<file path="src/rtl/pc_fetch_sequencer.sv">
// pc_fetch_sequencer
//   Owns the architectural PC and sequences instruction fetch for the
//   single-cycle core. A request/acknowledge handshake fetches one word into
//   the instruction register. The next PC is selected at retire, with
//   priority jump > branch > +4. The selection is shown on pc_src using the
//   PC mux encoding.
//   Optional feature macro: PC_MISALIGN_TRAP_EN. When it is defined, a
//   misaligned redirect target traps. When it is undefined, the low two
//   target bits are cleared on load.
module pc_fetch_sequencer #(
  parameter logic [31:0] RESET_VECTOR  = 32'h0000_0000,
  parameter int unsigned FETCH_TIMEOUT = 16
) (
  input  logic        clk,
  input  logic        rst_n,
  input  logic        stall,
  input  logic        branch_taken,
  input  logic [31:0] branch_target,
  input  logic        jump_valid,
  input  logic [31:0] jump_target,
  output logic        imem_req,
  output logic [31:0] imem_addr,
  input  logic        imem_ack,
  input  logic [31:0] imem_rdata,
  output logic        instr_valid,
  output logic [31:0] instr,
  output logic [31:0] pc,
  output logic [31:0] pc_plus4,
  output logic [1:0]  pc_src,
  output logic        fetch_err,
  output logic        misalign_trap
);

  localparam int unsigned        CNT_W    = $clog2(FETCH_TIMEOUT);
  localparam logic [CNT_W-1:0]   CNT_LAST = CNT_W'(FETCH_TIMEOUT - 1);

  localparam logic [1:0] SRC_PLUS4  = 2'b00;
  localparam logic [1:0] SRC_BRANCH = 2'b01;
  localparam logic [1:0] SRC_JUMP   = 2'b10;

  typedef enum logic [1:0] {
    S_REQ  = 2'b00,
    S_EXEC = 2'b01,
    S_ERR  = 2'b10
  } state_t;

  state_t           r_state;
  state_t           w_next_state;
  logic             r_started;      // low until the first clock after reset release
  logic [31:0]      r_pc;
  logic [31:0]      r_instr;
  logic             r_instr_valid;
  logic [CNT_W-1:0] r_cnt;
  logic             r_fetch_err;

  logic             w_req;
  logic             w_ack_take;
  logic             w_timeout;
  logic             w_retire;
  logic [1:0]       w_pc_src;
  logic [31:0]      w_target;
  logic [31:0]      w_pc_plus4;

`ifdef PC_MISALIGN_TRAP_EN
  logic             r_misalign_trap;
  logic             w_misaligned;
`endif

  assign w_pc_plus4 = r_pc + 32'd4;

  // State register.
  always_ff @(posedge clk or negedge rst_n) begin
    if (!rst_n) begin
      // NOTE: sequential state is assigned with <= so every flop samples
      // pre-edge values; blocking here would create order-dependent races.
      r_state <= S_REQ;
    end else begin
      r_state <= w_next_state;
    end
  end

  // Next-state logic, fetch handshake decode and retire target selection.
  always_comb begin
    // NOTE: every signal gets a default first so no path leaves one
    // unassigned, which would otherwise infer a latch.
    w_next_state = r_state;
    w_req        = 1'b0;
    w_ack_take   = 1'b0;
    w_timeout    = 1'b0;
    w_retire     = 1'b0;
    w_pc_src     = SRC_PLUS4;
    w_target     = w_pc_plus4;
`ifdef PC_MISALIGN_TRAP_EN
    w_misaligned = 1'b0;
`endif
    unique case (r_state)
      S_REQ: begin
        // Request is held off for the first cycle after reset, so an ack
        // left over from before reset can never be taken.
        w_req = r_started;
        if (r_started) begin
          if (imem_ack) begin
            w_ack_take   = 1'b1;
            w_next_state = S_EXEC;
          end else if (r_cnt == CNT_LAST) begin
            w_timeout    = 1'b1;
            w_next_state = S_ERR;
          end
        end
      end
      S_EXEC: begin
        if (!stall) begin
          w_retire     = 1'b1;
          w_next_state = S_REQ;
          if (jump_valid) begin
            w_pc_src = SRC_JUMP;
            w_target = jump_target;
          end else if (branch_taken) begin
            w_pc_src = SRC_BRANCH;
            w_target = branch_target;
          end
`ifdef PC_MISALIGN_TRAP_EN
          if (w_target[1:0] != 2'b00) begin
            w_misaligned = 1'b1;
            w_next_state = S_ERR;
          end
`endif
        end
      end
      S_ERR: begin
        w_next_state = S_ERR;
      end
      default: begin
        w_next_state = S_REQ;
      end
    endcase
  end

  // PC, instruction register, timeout counter and sticky error flags.
  always_ff @(posedge clk or negedge rst_n) begin
    if (!rst_n) begin
      r_started     <= 1'b0;
      r_pc          <= RESET_VECTOR;
      r_instr       <= 32'd0;
      r_instr_valid <= 1'b0;
      r_cnt         <= '0;
      r_fetch_err   <= 1'b0;
    end else begin
      r_started <= 1'b1;
      if (w_ack_take) begin
        r_instr       <= imem_rdata;
        r_instr_valid <= 1'b1;
        r_cnt         <= '0;
      end else if (w_req) begin
        r_cnt <= r_cnt + CNT_W'(1);
      end
      if (w_timeout) begin
        r_fetch_err <= 1'b1;
      end
      if (w_retire) begin
        r_instr_valid <= 1'b0;
`ifdef PC_MISALIGN_TRAP_EN
        if (!w_misaligned) begin
          r_pc <= w_target;
        end
`else
        r_pc <= w_target & ~32'd3;
`endif
      end
    end
  end

`ifdef PC_MISALIGN_TRAP_EN
  // Sticky misaligned-redirect flag, cleared only by reset.
  always_ff @(posedge clk or negedge rst_n) begin
    if (!rst_n) begin
      r_misalign_trap <= 1'b0;
    end else if (w_retire && w_misaligned) begin
      r_misalign_trap <= 1'b1;
    end
  end
  assign misalign_trap = r_misalign_trap;
`else
  assign misalign_trap = 1'b0;
`endif

  assign imem_req    = w_req;
  assign imem_addr   = r_pc;
  assign instr_valid = r_instr_valid;
  assign instr       = r_instr;
  assign pc          = r_pc;
  assign pc_plus4    = w_pc_plus4;
  assign pc_src      = w_pc_src;
  assign fetch_err   = r_fetch_err;

endmodule

</file>
<file path="config.mk">
export PLATFORM = sky130hd
export DESIGN_NAME = pc_fetch_sequencer
export DESIGN_NICKNAME = d
export VERILOG_FILES = /design/src/rtl/pc_fetch_sequencer.sv
export SDC_FILE = /design/constraint.sdc
export NUM_CORES = 1
export LEC_CHECK = 0
export ABC_CLOCK_PERIOD_IN_PS = 5250
export BUFFER_PORTS_ARGS = -buffer_cell sky130_fd_sc_hd__buf_2
export CORE_MARGIN = 5
export CORE_UTILIZATION = 48
export CTS_CLUSTER_DIAMETER = 120
export DETAILED_ROUTE_END_ITERATION = 8
export PLACE_DENSITY = 0.95
export SKIP_LAST_GASP = 1
export SYNTH_ARGS = -nofsm -noshare
export SYNTH_HDL_FRONTEND = slang
export SYNTH_SLANG_ARGS = --single-unit
</file>
<file path="constraint.sdc">
create_clock -name clk -period 5.25 [get_ports clk]
set_input_delay 0.2625 -clock clk [delete_from_list [all_inputs] [get_ports clk]]
set_output_delay 0.2625 -clock clk [all_outputs]
set_load 0.05 [all_outputs]
</file>
==> impl_results.md <==
- Achievable Freq: 331 MHz
- WP data required: 4.99 ns
- Vias in the first global route: 3903
- Max VDD drop: 0.000344 V
- Post-DP HPWL: 9.55 mm
- Multiplexer share of the synthesized area: 9.09%
- Hold_buf cts: 0
- Pre-CTS setup slack: 2.60 ns
- Setup TNS: 0 ns
- Worst path most repeated cell: nor2_1
- Placed Area: 5110 um2
- Layout cells sized above 1: 48.3%
- Worst-Margin Slew: 0.910 ns
- Synth area leaders: dfrtp_1, mux2_2, buf_4
- Synth Area in Simple Gates: 15.3%
- Root Driver: clkbuf_8
- FF+latch count, synth: 71
- Synthesis-to-layout area growth: 26.8%
- Routability Congestion: 0.894
- Crit Path Class: register to primary output
- Max Cap Viol: 0
- Slowest stage delay, CP: 0.78 ns
- Critical Path End Type: primary output
- Register area share after synthesis: 42.5%
- P_leak: 0.00257 uW
- Syn avg cell area: 10.1 um2
- Post-synthesis compound-gate area fraction: 15.8%
- Final Cell Area: 5300 um2
- Cells after synthesis: 416
- CTS tree: yes
- Number of synthesized flops with an enable pin: 0
- Final-report setup violation count: 0
- Worst slew margin: 39.3%
- N_diodes: 0
- Ys flop type: dfrtp_1
- Synthesized area: 4180 um2
- H-tree lvl count: 3
- Die height: 103 um
- Slowest CP cell: nor2_1
- Detailed-route vias per instance: 5.45
- Post-CTS Setup Inserts: 0
- Ys async rst share: 100%
- PwrDens: 640 nW/um2
- Row count: 34
- Skew final: 0.0186 ns
- Yosys cell types: 53
- GRT Resource Usage Total: 23.3%
- Yosys warns: 0
- Startpoint Class: register
- Initial antenna violation count: 0
- Crit path arrival time: 2.76 ns
- Multi-input logic area: 2000 um2
- Register area: 1780 um2
- Starting density of the core: 48.7%
- Fillers: 699
- Fin worst setup slack: 2.22 ns
- Post-DRT Antenna Nets: 0
- Clock tree buffer depth: 2
- Final critical-path required period: 3.03 ns
- Yosys top cell by area: dfrtp_1
- Fin crit share: 57.6%
- Slew Limit Fails: 0
- Post-synth top area share: 42.5%
- Largest family of logic cells by synthesized area: compound AO/OA/AOI/OAI gates
- RSZ-0062 raised after global routing: false
- Die ar.: 10700 um2
- Routed WL: 12.7 mm
- Post-synthesis xor/xnor area fraction: 6.04%
- First-pass GRT wire length: 19.4 mm
- Wire length per cell: 17.8 um
- Outcome: finished clean
- Fin util: 61.7%
- Core Region: 8590 um2
- Die width: 103 um
- Worst min path class: primary input to async pin
- Clock sink count: 71
- Clk Latency, worst-skew pair: 0.34 ns
- DRC: 0
- Largest net degree at the start of global routing: 72
- Port buffer count: 224
- NumNets Final: 703
- Vias: 3879
- Total CTS buffers: 9
- Clk slew on worst S/H paths: 0.09 ns
- Crit-path max FO: 12
- Adder-Cell Fraction of Synth Area: 0.598%
- I/O Pins: 236
- Final hold violations: 0
- Drt pass-1 iters: 4
- Cts repair resizes: 0
- Gr ovfl total: 0
- CP cell instances: nand3_1 -> nor2_1 -> nand2_1 -> nor2_1 -> xnor2_1 -> buf_2
- Iteration-0 DRC Markers: 171
==> cell usage after synthesis, types with 12 or more instances <==
master / n
nand3_1: 13
xnor2_1: 21
a221oi_1: 12
nand2_1: 26
mux2_2: 32
nor2_1: 27
a21oi_1: 19
dfrtp_1: 71
a22oi_1: 14
o21ai_0: 18
buf_4: 38
clkbuf_1: 12
==> worst paths after layout <==
| kind | slack (ns) | from | cells past startpoint | end |
|---|---|---|---|---|
| worst max-delay path | 2.22 | imem_addr[4]$_DFFE_PN0P_ | 6 | pc_plus4[17] |
| worst min-delay path | 0.05 | rst_n | 1 | instr[23]$_DFFE_PN0P_ |
| worst max register to register | 2.70 | imem_addr[4]$_DFFE_PN0P_ | 5 | imem_addr[17]$_DFFE_PN0P_ |
| worst min register to register | 0.46 | fetch_err$_DFFE_PN0P_ | 1 | fetch_err$_DFFE_PN0P_ |
| max in group asynchronous | 4.61 | rst_n | 1 | r_state[0]$_DFFE_PN0P_ |
| min in group clk | 0.15 | imem_rdata[26] | 2 | instr[26]$_DFFE_PN0P_ |
==> logic make-up after synthesis <==
family	count (synthesis)
buffers and inverters	72
adders and majority gates	2
other	2
muxes	34
DFF	71
and+or+nand+nor	112
AOI/OAI and AO/OA	95
xor gates and xnor gates	28
==> critical path: cells and delay by family (launching register included) <==
kind / cells / cell delay (ns)
AND/OR/NAND/NOR: 4 / 1.50
flip-flops: 1 / 0.50
buffers and inverters: 1 / 0.28
XOR/XNOR: 1 / 0.13
==> metrics by stage <==
stage | cells | hold slack, ns | total power, uW
finish | 712 | 0.0510 | 3400
CTS | 712 | 0.0733 | 3420
floorplan | 422 | -0.0331 | 2580
detailed placement | 696 | 0.442 | 2970
global route | 712 | 0.111 | 3550
global placement | 696 | 0.434 | 2920
==> power by group <==
part,leakage [uW],internal (uW),switching (uW)
sequential,0.000849,713,229
clock,0.0000968,222,223
combinational,0.00162,443,1570
total,0.00257,1380,2020
==> state kept, by name, summed over array words and instances (netlist names) <==
register / cells
fetch_err: 1
r_state: 2
instr_valid: 1
r_cnt: 4
imem_addr: 30
instr: 32
r_started: 1
==> final cells by class <==
cell class | count | area share [%]
Sequential cell | 71 | 33.5
Inverter | 9 | 0.637
Timing Repair Buffer | 229 | 21.9
Multi-Input combinational cell | 279 | 37.7
Clock buffer | 10 | 2.41
Clock inverter | 6 | 1.30
Tap cell | 108 | 2.55
==> cell usage in the layout, fill, tap and decap left out, types with 10 or more instances in the layout <==
master      n
buf_2     223
o32a_1     10
nand2_1    26
a221oi_1   12
nor2_1     26
mux2_2     32
dfrtp_1    71
a21oi_1    19
nand4_1    10
a22oi_1    14
o21ai_0    18
xnor2_1    21
nand3_1    13
==> layer usage <==
metal | vias up | track usage [%] | wire length [um]
li1 | 1828 | - | -
met1 | 1865 | 27.9 | 4760
met2 | 169 | 40.9 | 6710
met3 | 17 | 6.51 | 1060
met4 | 0 | 6.47 | 172
met5 | - | 0 | 0
Note: power is estimated with default switching activity, not from simulation.
